$ cat config.mk
export PLATFORM = sky130hd
export DESIGN_NAME = uart_rx
export DESIGN_NICKNAME = d
export VERILOG_FILES = /design/src/rtl/uart_rx_pkg.sv /design/src/rtl/uart_rx_sync.sv /design/src/rtl/uart_rx.sv
export SDC_FILE = /design/constraint.sdc
export NUM_CORES = 1
export LEC_CHECK = 0
export ABC_CLOCK_PERIOD_IN_PS = 3100
export BUFFER_PORTS_ARGS = -buffer_cell sky130_fd_sc_hd__buf_2
export CORE_ASPECT_RATIO = 0.8
export CORE_MARGIN = 4
export CORE_UTILIZATION = 60
export DETAILED_ROUTE_END_ITERATION = 8
export PLACE_DENSITY = 0.77
export SLEW_MARGIN = 10
export SYNTH_ARGS = -nofsm -noshare
export SYNTH_HDL_FRONTEND = slang
export SYNTH_SLANG_ARGS = --single-unit
$ cat constraint.sdc
create_clock -name baud -period 3.1 [get_ports baud]
set_input_delay 0.62 -clock baud [delete_from_list [all_inputs] [get_ports baud]]
set_output_delay 0.62 -clock baud [all_outputs]
set_load 0.01 [all_outputs]
$ cat src/rtl/uart_rx_pkg.sv
// Shared constants and types for the UART receiver.
// The state encoding is common to the UART transmitter and receiver.
package uart_rx_pkg;

    localparam int unsigned NUM_DATA_BITS_DEF = 8;
    localparam int unsigned OVERSAMPLE_DEF    = 16;
    localparam int unsigned STATE_W           = 3;

    localparam logic [STATE_W-1:0] STATE_IDLE       = 3'd0;
    localparam logic [STATE_W-1:0] STATE_START_BIT  = 3'd1;
    localparam logic [STATE_W-1:0] STATE_DATA_BITS  = 3'd2;
    localparam logic [STATE_W-1:0] STATE_PARITY_BIT = 3'd3;
    localparam logic [STATE_W-1:0] STATE_STOP_BIT   = 3'd4;

    typedef struct packed {
        logic parity_err;
        logic framing_err;
    } rx_flags_t;

    // Expected parity bit given the XOR of the data bits and the odd/even select.
    function automatic logic parity_expected(input logic data_xor, input logic odd);
        return data_xor ^ odd;
    endfunction

endpackage

$ cat src/rtl/uart_rx_sync.sv
// Two-flop synchronizer for the serial line (set on reset) plus falling-edge detect.
// Edges are only reported once both compared samples come from the real line.
module uart_rx_sync (
    input  logic baud,
    input  logic rst_n,
    input  logic rx,
    output logic rx_s,
    output logic rx_fall
);

    logic       meta;
    logic       sync;
    logic       prev;
    logic [1:0] warm;

    always_ff @(posedge baud or negedge rst_n) begin
        if (!rst_n) begin
            meta <= 1'b1;
            sync <= 1'b1;
            prev <= 1'b1;
            warm <= 2'd0;
        end else begin
            meta <= rx;
            sync <= meta;
            prev <= sync;
            if (warm != 2'd3) begin
                warm <= warm + 2'd1;
            end
        end
    end

    // The preset ones must flush out first, so a line held low across reset is no edge.
    assign rx_s    = sync;
    assign rx_fall = prev & ~sync & (warm == 2'd3);

endmodule

$ cat src/rtl/uart_rx.sv
// Oversampling UART receiver: start-bit validation, LSB-first data, optional
// parity and stop-bit check, with a one-cycle done pulse and held error flags.
module uart_rx
    import uart_rx_pkg::*;
#(
    parameter int unsigned NUM_DATA_BITS = NUM_DATA_BITS_DEF,
    parameter int unsigned OVERSAMPLE    = OVERSAMPLE_DEF,
    parameter int unsigned PARITY_EN     = 1,
    parameter int unsigned PARITY_ODD    = 0
) (
    input  logic                     baud,
    input  logic                     rst_n,
    input  logic                     enable,
    input  logic                     rx,
    output logic [NUM_DATA_BITS-1:0] data,
    output logic                     done,
    output logic                     busy,
    output logic                     error,
    output logic                     parity_err,
    output logic                     framing_err
);

    localparam int unsigned TICK_W = $clog2(OVERSAMPLE);
    localparam int unsigned BIT_W  = $clog2(NUM_DATA_BITS) + 1;

    localparam logic [TICK_W-1:0] HALF_TICK = TICK_W'(OVERSAMPLE / 2 - 1);
    localparam logic [TICK_W-1:0] FULL_TICK = TICK_W'(OVERSAMPLE - 1);
    localparam logic [BIT_W-1:0]  LAST_BIT  = BIT_W'(NUM_DATA_BITS - 1);

    logic rx_s;
    logic rx_fall;

    logic [STATE_W-1:0]       state_q,   state_d;
    logic [TICK_W-1:0]        tick_q,    tick_d;
    logic [TICK_W-1:0]        tick_inc;
    logic [BIT_W-1:0]         bit_idx_q, bit_idx_d;
    logic [NUM_DATA_BITS-1:0] shift_q,   shift_d;
    logic                     par_acc_q, par_acc_d;
    logic                     par_bad_q, par_bad_d;
    logic                     stop_bad_q, stop_bad_d;
    logic                     finish_q,  finish_d;
    logic [NUM_DATA_BITS-1:0] data_q,    data_d;
    logic                     done_q,    done_d;
    logic                     busy_q,    busy_d;
    logic                     error_q,   error_d;
    rx_flags_t                flags_q,   flags_d;

    uart_rx_sync u_sync (
        .baud    (baud),
        .rst_n   (rst_n),
        .rx      (rx),
        .rx_s    (rx_s),
        .rx_fall (rx_fall)
    );

    // State and datapath registers.
    always_ff @(posedge baud or negedge rst_n) begin
        if (!rst_n) begin
            state_q    <= STATE_IDLE;
            tick_q     <= '0;
            bit_idx_q  <= '0;
            shift_q    <= '0;
            par_acc_q  <= 1'b0;
            par_bad_q  <= 1'b0;
            stop_bad_q <= 1'b0;
            finish_q   <= 1'b0;
            data_q     <= '0;
            done_q     <= 1'b0;
            busy_q     <= 1'b0;
            error_q    <= 1'b0;
            flags_q    <= '0;
        end else begin
            state_q    <= state_d;
            tick_q     <= tick_d;
            bit_idx_q  <= bit_idx_d;
            shift_q    <= shift_d;
            par_acc_q  <= par_acc_d;
            par_bad_q  <= par_bad_d;
            stop_bad_q <= stop_bad_d;
            finish_q   <= finish_d;
            data_q     <= data_d;
            done_q     <= done_d;
            busy_q     <= busy_d;
            error_q    <= error_d;
            flags_q    <= flags_d;
        end
    end

    // Next-state and next-output logic.
    always_comb begin
        state_d    = state_q;
        tick_d     = tick_q;
        bit_idx_d  = bit_idx_q;
        shift_d    = shift_q;
        par_acc_d  = par_acc_q;
        par_bad_d  = par_bad_q;
        stop_bad_d = stop_bad_q;
        finish_d   = 1'b0;
        data_d     = data_q;
        done_d     = 1'b0;
        busy_d     = busy_q;
        error_d    = error_q;
        flags_d    = flags_q;
        tick_inc   = tick_q + TICK_W'(1);

        if (!enable) begin
            state_d   = STATE_IDLE;
            tick_d    = '0;
            bit_idx_d = '0;
            busy_d    = 1'b0;
        end else if (finish_q) begin
            // Cycle after the stop sample: publish the frame, even if it has errors.
            data_d              = shift_q;
            done_d              = 1'b1;
            busy_d              = 1'b0;
            flags_d.parity_err  = par_bad_q;
            flags_d.framing_err = stop_bad_q;
            error_d             = par_bad_q | stop_bad_q;
            state_d             = STATE_IDLE;
        end else begin
            case (state_q)
                STATE_IDLE: begin
                    if (rx_fall) begin
                        tick_d     = '0;
                        bit_idx_d  = '0;
                        par_acc_d  = 1'b0;
                        par_bad_d  = 1'b0;
                        stop_bad_d = 1'b0;
                        busy_d     = 1'b1;
                        state_d    = STATE_START_BIT;
                    end
                end
                STATE_START_BIT: begin
                    if (tick_q == HALF_TICK) begin
                        tick_d = '0;
                        if (rx_s) begin
                            busy_d  = 1'b0;
                            state_d = STATE_IDLE;
                        end else begin
                            state_d = STATE_DATA_BITS;
                        end
                    end else begin
                        tick_d = tick_inc;
                    end
                end
                STATE_DATA_BITS: begin
                    if (tick_q == FULL_TICK) begin
                        tick_d    = '0;
                        shift_d   = {rx_s, shift_q[NUM_DATA_BITS-1:1]};
                        par_acc_d = par_acc_q ^ rx_s;
                        if (bit_idx_q == LAST_BIT) begin
                            bit_idx_d = '0;
                            state_d   = (PARITY_EN != 0) ? STATE_PARITY_BIT : STATE_STOP_BIT;
                        end else begin
                            bit_idx_d = bit_idx_q + BIT_W'(1);
                        end
                    end else begin
                        tick_d = tick_inc;
                    end
                end
                STATE_PARITY_BIT: begin
                    if (tick_q == FULL_TICK) begin
                        tick_d    = '0;
                        par_bad_d = rx_s ^ parity_expected(par_acc_q, 1'(PARITY_ODD));
                        state_d   = STATE_STOP_BIT;
                    end else begin
                        tick_d = tick_inc;
                    end
                end
                STATE_STOP_BIT: begin
                    if (tick_q == FULL_TICK) begin
                        tick_d     = '0;
                        stop_bad_d = ~rx_s;
                        finish_d   = 1'b1;
                        state_d    = STATE_IDLE;
                    end else begin
                        tick_d = tick_inc;
                    end
                end
                default: begin
                    state_d = STATE_IDLE;
                    tick_d  = '0;
                    busy_d  = 1'b0;
                end
            endcase
        end
    end

    assign data        = data_q;
    assign done        = done_q;
    assign busy        = busy_q;
    assign error       = error_q;
    assign parity_err  = flags_q.parity_err;
    assign framing_err = flags_q.framing_err;

endmodule

==> results.json, run 1 <==
{
  "crit_fanout": 4,
  "syn_avg_cell_area_um2": 10.9,
  "synth_flop_cell": "dfrtp_1",
  "tightest_slew_ps": 860,
  "fin_crit_sh": 0.635,
  "reg2reg_setup_slack_ps": 1130,
  "syn_area_um2": 1920,
  "vias": 1325,
  "run_status": "finished, final reports clean",
  "rsz0062_at_grt": "no",
  "antenna_found_initial": 0,
  "final-hold-violation-count": 0,
  "crit_type": "register to register",
  "track_usage": 0.180,
  "drive_gt1_frac": 0.244,
  "nets": 199,
  "clk_pin_slew_worst_paths_ps": 80,
  "cts_resized": 0,
  "wl_per_cell_um": 14.7,
  "drv_cap": 0,
  "place_area_um2": 1980,
  "area_growth_pct": 9.25,
  "power.density_nw_per_um2": 634,
  "yosysTopAreaCell": "dfrtp_1",
  "drc": 0,
  "combPwrFrac": 0.211,
  "finalClockSkew_ps": 8.49,
  "synth_edf_count": 0,
  "setup_tns_ps": 0,
  "power.leakage_nw": 1.02,
  "ys_seq_area_frac": 0.536,
  "internal_power_w": 0.000929,
  "vias_per_cell": 5.69,
  "insertion_delay_ps": 300,
  "grt_first_pass_wirelength_um": 5710,
  "synth_cells": 176,
  "async_flop_share": 1.00,
  "finalSetupViolations": 0,
  "postCtsSetupBuffers": 0,
  "wirelength_um": 3430,
  "cp_data_arrival_time_ps": 2130,
  "syn_nets": 183,
  "crit_path_start": "u_sync.warm[0]",
  "relSlewSlack": 0.427,
  "worstSetupEndpoint": "state_q[1]",
  "h-tree-depth": 2,
  "rr_worst_depth": 6,
  "p_sw_frac": 0.301,
  "required_ps": 3260,
  "period_minus_slack_ps": 1970,
  "finalInstanceArea_um2": 2100,
  "ioPinCount": 17,
  "ir_drop_uv": 373,
  "seqPwrFrac": 0.468,
  "dieArea_um2": 4180,
  "synth_cell_type_count": 47,
  "cts_root_buffer": "clkbuf_8",
  "place_hpwl_um": 2460,
  "ys_ff_latch": 41,
  "p_sw_w": 0.000400,
  "grt_max_degree": 42,
  "synth_top_area_share": 0.495,
  "yosys-top-cells-count": "38 x dfrtp_1, 38 x nand2_1, 12 x mux2_2",
  "synth_warnings": 0,
  "r2r-start": "u_sync.warm[0]",
  "cts-hold-fix-buffers": 0,
  "cts_buffers": 5,
  "clk_path_buf_depth": 2,
  "grt_pass1_vias": 1158,
  "first_iter_violations": 87,
  "slew_violations": 0,
  "rr_endpoint": "state_q[1]",
  "cp-start-kind": "register",
  "io_buffers": 16,
  "grt_overflow": 0,
  "dieWidth_um": 71.3,
  "dieHeight_um": 58.6,
  "diodes": 0,
  "core_area_um2": 3090,
  "cts_tree": "built",
  "gp_congestion": 0.914,
  "hold_class": "register to register",
  "first_pass_iters": 4,
  "pwr-share-clk": 0.321,
  "cp-end-kind": "register",
  "timing.fmax_mhz": 508,
  "initial_utilization": 0.622,
  "synthTopCellsByArea": "dfrtp_1 50%, nand2_1 7.4%, mux2_2 7.0%",
  "fp-row-count": 18,
  "cts.sinks": 41,
  "ant_nets": 0
}
==> sequential cells by signal (all words and copies together), names as in the netlist, 2 cells and up <==
name,count
bit_idx_q,4
data,8
shift_q,8
state_q,3
tick_q,4
u_sync.warm,2
==> cell usage in the layout, fill, tap and decap left out, types with 2 or more instances in the layout <==
| master | count |
|---|---|
| o21ai_1 | 3 |
| nand2b_1 | 2 |
| o211ai_1 | 2 |
| o21a_1 | 2 |
| a32o_1 | 2 |
| a21oi_1 | 3 |
| nor2_1 | 7 |
| xnor2_1 | 2 |
| o31ai_1 | 2 |
| and3_1 | 2 |
| ha_1 | 3 |
| nand2_1 | 38 |
| or3_1 | 2 |
| dfstp_2 | 3 |
| inv_1 | 4 |
| xor2_1 | 2 |
| mux2_2 | 12 |
| nand3_1 | 5 |
| o21ai_0 | 9 |
| a22oi_1 | 2 |
| clkbuf_8 | 5 |
| nor3_1 | 3 |
| dfrtp_1 | 38 |
| buf_2 | 16 |
==> worst min-delay path by stage <==
stage,startpoint,end,cells after the start
2_1_floorplan,rst_n,bit_idx_q[0],0
3_3_place_gp,u_sync.meta,u_sync.rx_s,0
3_5_place_dp,u_sync.meta,u_sync.rx_s,0
4_1_cts,u_sync.meta,u_sync.rx_s,0
5_1_grt,u_sync.meta,u_sync.rx_s,0
6_report,u_sync.meta,u_sync.rx_s,0
==> critical path, cell delays in order, from the launching register on <==
cell	delay, ps
dfrtp_1	380
ha_1	250
nand3b_1	190
and2_4	200
or4_4	560
mux2i_1	190
a21oi_1	90
==> layout make-up <==
| cell class | count | area, um^2 |
|---|---|---|
| inverters | 4 | 15.0 |
| clock inverters | 3 | 46.3 |
| well taps | 40 | 50.0 |
| multi-input cells | 124 | 808 |
| repair buffers | 16 | 80.1 |
| flip-flops and latches | 41 | 1030 |
| fillers | 229 | 987 |
| clock buffers | 5 | 68.8 |
==> routing by layer <==
layer | up-vias | wire length, um | GRT usage
met1 | 620 | 1640 | 0.258
met3 | 5 | 228 | 0.0529
met4 | 0 | 44 | 0.0697
met5 | - | 0 | 0
li1 | 660 | - | -
met2 | 40 | 1510 | 0.262
==> power by group through the flow <==
stage,sequential [W],combinational [W],clock (W)
finish,0.000623,0.000280,0.000426
global route,0.000630,0.000313,0.000465
CTS,0.000622,0.000278,0.000436
detailed placement,0.000632,0.000277,0
global placement,0.000629,0.000270,0
floorplan,0.000600,0.000260,0
==> cells by family after synthesis <==
group / synth area share
DFF: 0.536
and+or+nand+nor: 0.175
xor gates and xnor gates: 0.0182
buffers and inverters: 0.0430
muxes: 0.0756
AOI/OAI and AO/OA: 0.133
adders and majority gates: 0.0195
==> metrics by stage <==
stage | cells | setup WS (ps) | hold slack, ps | utilization | total power (W)
6_report | 233 | 1130 | 362 | 0.680 | 0.00133
5_1_grt | 233 | 983 | 372 | 0.680 | 0.00141
4_1_cts | 233 | 1150 | 363 | 0.680 | 0.00134
3_5_place_dp | 225 | 1080 | 351 | 0.643 | 0.000909
3_3_place_gp | 225 | 1160 | 349 | 0.643 | 0.000899
2_1_floorplan | 176 | 1380 | 324 | - | 0.000860
Power figures use the tool's default switching activity.
==> run 2: changes to the inputs <==
--- a/config.mk
+++ b/config.mk
@@ -5,13 +5,14 @@
 export SDC_FILE = /design/constraint.sdc
 export NUM_CORES = 1
 export LEC_CHECK = 0
-export ABC_CLOCK_PERIOD_IN_PS = 3100
+export ABC_AREA = 1
+export ABC_CLOCK_PERIOD_IN_PS = 2000
 export BUFFER_PORTS_ARGS = -buffer_cell sky130_fd_sc_hd__buf_2
 export CORE_ASPECT_RATIO = 0.8
 export CORE_MARGIN = 4
-export CORE_UTILIZATION = 60
+export CORE_UTILIZATION = 58
 export DETAILED_ROUTE_END_ITERATION = 8
-export PLACE_DENSITY = 0.77
+export PLACE_DENSITY = 0.75
 export SLEW_MARGIN = 10
 export SYNTH_ARGS = -nofsm -noshare
 export SYNTH_HDL_FRONTEND = slang
==> constraint.sdc (replaced) <==
create_clock -name baud -period 2 [get_ports baud]
set_input_delay 0.4 -clock baud [delete_from_list [all_inputs] [get_ports baud]]
set_output_delay 0.4 -clock baud [all_outputs]
set_load 0.01 [all_outputs]
==> results.json, run 2 <==
{
  "run_status": "finished, final reports clean",
  "rr_worst_depth": 7,
  "worstPathCellList": "inv_1 > nand3_1 > nand3_2 > nand2_1 > nand2_1 > nand3_1 > nand2_1",
  "synth_edf_count": 0,
  "cts.sinks": 41,
  "hold_class": "input pin to asynchronous set/reset pin",
  "seqCellArea_um2": 1030,
  "rr_endpoint": "tick_q[2]",
  "crit_fanout": 4,
  "cts_tree": "built",
  "clk_path_buf_depth": 2,
  "h-tree-depth": 2,
  "dieWidth_um": 73.3,
  "cp_common_cell": "nand2_1",
  "fp-row-count": 18,
  "diodes": 0,
  "grt_pass1_vias": 1480,
  "crit_slowest_cell": "dfstp_2",
  "finalClockSkew_ps": 9.67,
  "syn_area_um2": 1980,
  "dieHeight_um": 60.3,
  "crit_type": "register to register",
  "track_usage": 0.196,
  "final_common_cell": "nand2_1",
  "final-hold-violation-count": 0,
  "setup_tns_ps": 0,
  "tightest_slew_ps": 490,
  "r2r-start": "u_sync.rx_s",
  "yosysTopAreaCell": "dfrtp_1",
  "drive_gt1_frac": 0.290,
  "grt_max_degree": 42,
  "synth_most_common_cell": "nand2_1",
  "ioPinCount": 17,
  "dieArea_um2": 4420,
  "rsz0062_at_grt": "no",
  "reg2reg_setup_slack_ps": 490,
  "vias": 1447,
  "async_flop_share": 1.00,
  "cts_resized": 0,
  "cp-end-kind": "register",
  "core_area_um2": 3180,
  "seqPwrFrac": 0.440,
  "pwr-share-clk": 0.388,
  "clk_pin_slew_worst_paths_ps": 80,
  "synthTopCellsByArea": "dfrtp_1 48%, nand2_1 10%, nand3_1 5.1%",
  "timing.fmax_mhz": 661,
  "drc": 0,
  "fillers": 251,
  "layout_common_cells": "55 x nand2_1, 38 x dfrtp_1, 20 x nand3_1",
  "finalSetupViolations": 0,
  "initial_utilization": 0.623,
  "syn_nets": 223,
  "ant_nets": 0,
  "period_minus_slack_ps": 1510,
  "gp_congestion": 0.992,
  "antenna_found_initial": 0,
  "drv_cap": 0,
  "slew_violations": 0,
  "first_iter_violations": 82,
  "syn_avg_cell_area_um2": 9.16,
  "ys_ff_latch": 41,
  "grt_first_pass_wirelength_um": 6650,
  "power.leakage_nw": 1.17,
  "internal_power_w": 0.00147,
  "cts-hold-fix-buffers": 0,
  "p_sw_w": 0.000562,
  "cp-start-kind": "register",
  "ys_seq_area_frac": 0.520,
  "area_growth_pct": 12.4,
  "ir_drop_uv": 657,
  "p_sw_frac": 0.277,
  "fin_crit_sh": 0.756,
  "synth_cell_type_count": 30,
  "grt_overflow": 0,
  "synth_top_area_share": 0.480,
  "vias_per_cell": 5.21,
  "multiInputGateArea_um2": 823,
  "cts_buffers": 5,
  "synth_flop_cell": "dfrtp_1",
  "first_pass_iters": 4,
  "power.density_nw_per_um2": 912,
  "max_stage_delay_ps": 560,
  "insertion_delay_ps": 290,
  "total_power_w": 0.00203,
  "postCtsSetupBuffers": 0,
  "relSlewSlack": 0.673,
  "nets": 244,
  "synth_warnings": 0,
  "io_buffers": 16,
  "wirelength_um": 3770,
  "required_ps": 2180,
  "yosys-top-cells-count": "55 x nand2_1, 38 x dfrtp_1, 20 x nand3_1",
  "cp_data_arrival_time_ps": 1690,
  "cts_root_buffer": "clkbuf_8",
  "synth_cells": 216,
  "wl_per_cell_um": 13.6,
  "place_hpwl_um": 2770,
  "combPwrFrac": 0.172
}
[run 2: cell types whose count changed in the layout (fill, tap and decap cells not counted), moves of 4 or more]
| cell | delta |
|---|---|
| mux2_2 | -11 |
| nand3_1 | +15 |
| nand2_2 | +11 |
| nand2_1 | +17 |
| inv_1 | +11 |
| nor2_1 | +4 |
| o21ai_2 | +8 |
| inv_2 | +9 |
[run 2: per-layer routing]
metal,GRT usage,up-vias,part of all wire
li1,-,731,-
met4,0.0491,0,0.0069
met2,0.320,22,0.47
met3,0.0420,4,0.034
met5,0,-,0
met1,0.269,690,0.49
[run 2: power by group through the flow]
stage	logic, W	registers (W)	clock network (W)
after global placement	0.000341	0.000907	0
final	0.000349	0.000893	0.000788
after detailed placement	0.000341	0.000909	0
after CTS	0.000348	0.000893	0.000800
after floorplan	0.000258	0.000904	0
after global routing	0.000389	0.000897	0.000847
[run 2: layout make-up]
cell class | instances | area share
Inverter | 25 | 0.0433
Sequential cell | 41 | 0.463
Timing Repair Buffer | 17 | 0.0394
Clock buffer | 5 | 0.0309
Tap cell | 40 | 0.0225
Clock inverter | 3 | 0.0309
Multi-Input combinational cell | 147 | 0.370
[run 2: how the worst max path moves through the flow]
stage / from / to / slack [ps] / cells past startpoint
2_1_floorplan: tick_q[0] / shift_q[5] / 670 / 9
3_3_place_gp: enable / bit_idx_q[0] / 570 / 7
3_5_place_dp: tick_q[0] / shift_q[0] / 560 / 8
4_1_cts: u_sync.rx_s / tick_q[2] / 480 / 7
5_1_grt: u_sync.warm[0] / tick_q[2] / 400 / 7
6_report: u_sync.rx_s / tick_q[2] / 490 / 7
[run 2: cells by family after synthesis]
logic type                 count (synthesis)  synth area share
buffers and inverters                     28            0.0638
DFF                                       41             0.520
muxes                                      1           0.00569
AOI/OAI and AO/OA                         27            0.0866
adders and majority gates                  3            0.0190
xor gates and xnor gates                   5            0.0221
and+or+nand+nor                          111             0.283
[run 2: through the flow]
stage	hold WS, ps	utilization	cell area (um^2)	worst slack (ps)	std cells
finish	154	0.701	2220	487	278
floorplan	104	-	1980	674	216
global placement	350	0.657	2090	573	270
CTS	174	0.701	2220	478	278
detailed placement	348	0.657	2090	560	270
global route	195	0.701	2220	403	278
[run 2: critical path, delay by kind of cell, from the launching register on]
family        cells  cell delay, ps
buf+inv           1             100
flops             1             560
simple gates      6             740
==> run 3: changes to the inputs <==
--- a/config.mk
+++ b/config.mk
@@ -6,7 +6,7 @@
 export NUM_CORES = 1
 export LEC_CHECK = 0
 export ABC_AREA = 1
-export ABC_CLOCK_PERIOD_IN_PS = 2000
+export ABC_CLOCK_PERIOD_IN_PS = 1400
 export BUFFER_PORTS_ARGS = -buffer_cell sky130_fd_sc_hd__buf_2
 export CORE_ASPECT_RATIO = 0.8
 export CORE_MARGIN = 4
==> constraint.sdc (replaced) <==
create_clock -name baud -period 1.4 [get_ports baud]
set_input_delay 0.28 -clock baud [delete_from_list [all_inputs] [get_ports baud]]
set_output_delay 0.28 -clock baud [all_outputs]
set_load 0.01 [all_outputs]
==> results.json, run 3 (synthesis results as in run 2) <==
{
  "run_status": "finished with violations",
  "violations": "setup timing",
  "crit_slowest_cell": "dfrtp_1",
  "combPwrFrac": 0.212,
  "finalClockSkew_ps": 5.33,
  "place_hpwl_um": 2980,
  "pwr-share-clk": 0.340,
  "grt_pass1_vias": 1461,
  "wl_per_cell_um": 13.9,
  "hold_ws_ps": 87.1,
  "ant_nets": 0,
  "fin_crit_sh": 1.02,
  "worst_slack_ps": -28.5,
  "dieHeight_um": 60.3,
  "required_ps": 1570,
  "insertion_delay_ps": 280,
  "final_common_cell": "nand2_1",
  "clk_path_buf_depth": 2,
  "cp_data_arrival_time_ps": 1600,
  "finalSetupViolations": 4,
  "initial_utilization": 0.623,
  "cts.sinks": 41,
  "diodes": 0,
  "timing.fmax_mhz": 700,
  "worstPathCellList": "ha_2 > nand2_2 > nor2_4 > inv_4 > nand2_1 > nand4_1 > nand3_1 > nand2_1",
  "crit_fanout": 6,
  "layout_common_cells": "54 x nand2_1, 37 x dfrtp_1, 18 x nand3_1",
  "final_cell_count_no_fill": 294,
  "reg2reg_setup_slack_ps": -30,
  "h-tree-depth": 2,
  "power.leakage_nw": 1.23,
  "track_usage": 0.197,
  "cts_tree": "built",
  "internal_power_w": 0.00202,
  "drc": 0,
  "fp-row-count": 18,
  "crit_type": "register to register",
  "power.density_nw_per_um2": 1190,
  "dp_cells": 277,
  "cts_root_buffer": "clkbuf_8",
  "first_pass_iters": 4,
  "period_minus_slack_ps": 1430,
  "core_area_um2": 3180,
  "grt_max_degree": 23,
  "dieArea_um2": 4420,
  "drv_cap": 0,
  "dieWidth_um": 73.3,
  "first_iter_violations": 86,
  "rsz0062_at_grt": "yes",
  "nets": 260,
  "clk_pin_slew_worst_paths_ps": 80,
  "hold_class": "input pin to register",
  "final-hold-violation-count": 0,
  "grt_overflow": 0,
  "cp-start-kind": "register",
  "p_sw_w": 0.000833,
  "gp_congestion": 0.906,
  "relSlewSlack": 0.790,
  "io_buffers": 16,
  "p_sw_frac": 0.292,
  "vias": 1568,
  "cp_common_cell": "nand2_1",
  "grt_first_pass_wirelength_um": 6620,
  "cts_buffers": 5,
  "cp-end-kind": "register",
  "ioPinCount": 17,
  "seqPwrFrac": 0.448,
  "drive_gt1_frac": 0.358,
  "area_growth_pct": 20.7,
  "wirelength_um": 4080,
  "slew_violations": 0,
  "tightest_slew_ps": 314,
  "fillers": 208,
  "max_stage_delay_ps": 370,
  "antenna_found_initial": 0,
  "vias_per_cell": 5.33,
  "ir_drop_uv": 823
}
[run 3: repair_timing]
action / 4_1_cts / 5_1_grt
pin swaps: 2 / 6
cloned: 0 / 0
endpoints found under the setup margin: 9 / 22
buffers inserted: 3 / 5
endpoints found under the hold margin: 5 / 0
hold buffers: 1 / 0
gates resized for setup: 3 / 10
[run 3: layout make-up]
| type | count | area (um^2) | share of cell area |
|---|---|---|---|
| flip-flops and latches | 41 | 1030 | 0.432 |
| multi-input cells | 147 | 866 | 0.362 |
| repair buffers | 33 | 223 | 0.0932 |
| inverters | 25 | 98.8 | 0.0414 |
| clock buffers | 6 | 82.6 | 0.0346 |
| well taps | 40 | 50.0 | 0.0210 |
| clock inverters | 2 | 37.5 | 0.0157 |
[run 3: metrics by stage]
| step | cell area, um^2 | util | worst slack (ps) | setup TNS (ps) | total power, W |
|---|---|---|---|---|---|
| floorplan | 1980 | - | 73.6 | 0 | 0.00166 |
| global placement | 2150 | 0.678 | 33.7 | 0 | 0.00180 |
| detailed placement | 2150 | 0.678 | -48.7 | -118 | 0.00182 |
| CTS | 2310 | 0.728 | -16.8 | -18.5 | 0.00281 |
| global route | 2390 | 0.752 | -148 | -789 | 0.00300 |
| finish | 2390 | 0.752 | -28.5 | -99.0 | 0.00285 |
[run 3: per-layer routing]
metal / vias to the layer above / wire [um] / GRT usage
met5: - / 0 / 0
met4: 0 / 21 / 0.0439
met3: 4 / 188 / 0.0504
met2: 47 / 1950 / 0.316
met1: 754 / 1920 / 0.272
li1: 763 / - / -
[run 3: worst paths after layout]
path                                   from            to  cells after the start
worst max-delay path              tick_q[0]  bit_idx_q[3]                      8
worst min register to register  u_sync.meta   u_sync.rx_s                      0
worst max register to register    tick_q[0]  bit_idx_q[3]                      8
min in group asynchronous             rst_n    stop_bad_q                      2
max in group asynchronous             rst_n    state_q[0]                      3
worst min-delay path                     rx   u_sync.meta                      1
[run 3: power by group through the flow]
stage / combinational (W) / clock, W / sequential, W
after floorplan: 0.000369 / 0 / 0.00129
after global placement: 0.000509 / 0 / 0.00129
after detailed placement: 0.000530 / 0 / 0.00129
after CTS: 0.000553 / 0.000991 / 0.00127
after global routing: 0.000668 / 0.00105 / 0.00128
final: 0.000604 / 0.000969 / 0.00128
[run 3: critical path, delay by kind of cell (launching register included)]
family / cells / cell delay, ps
and+or+nand+nor: 6 / 690
adders and majority gates: 1 / 190
DFF: 1 / 370
buffers and inverters: 1 / 70
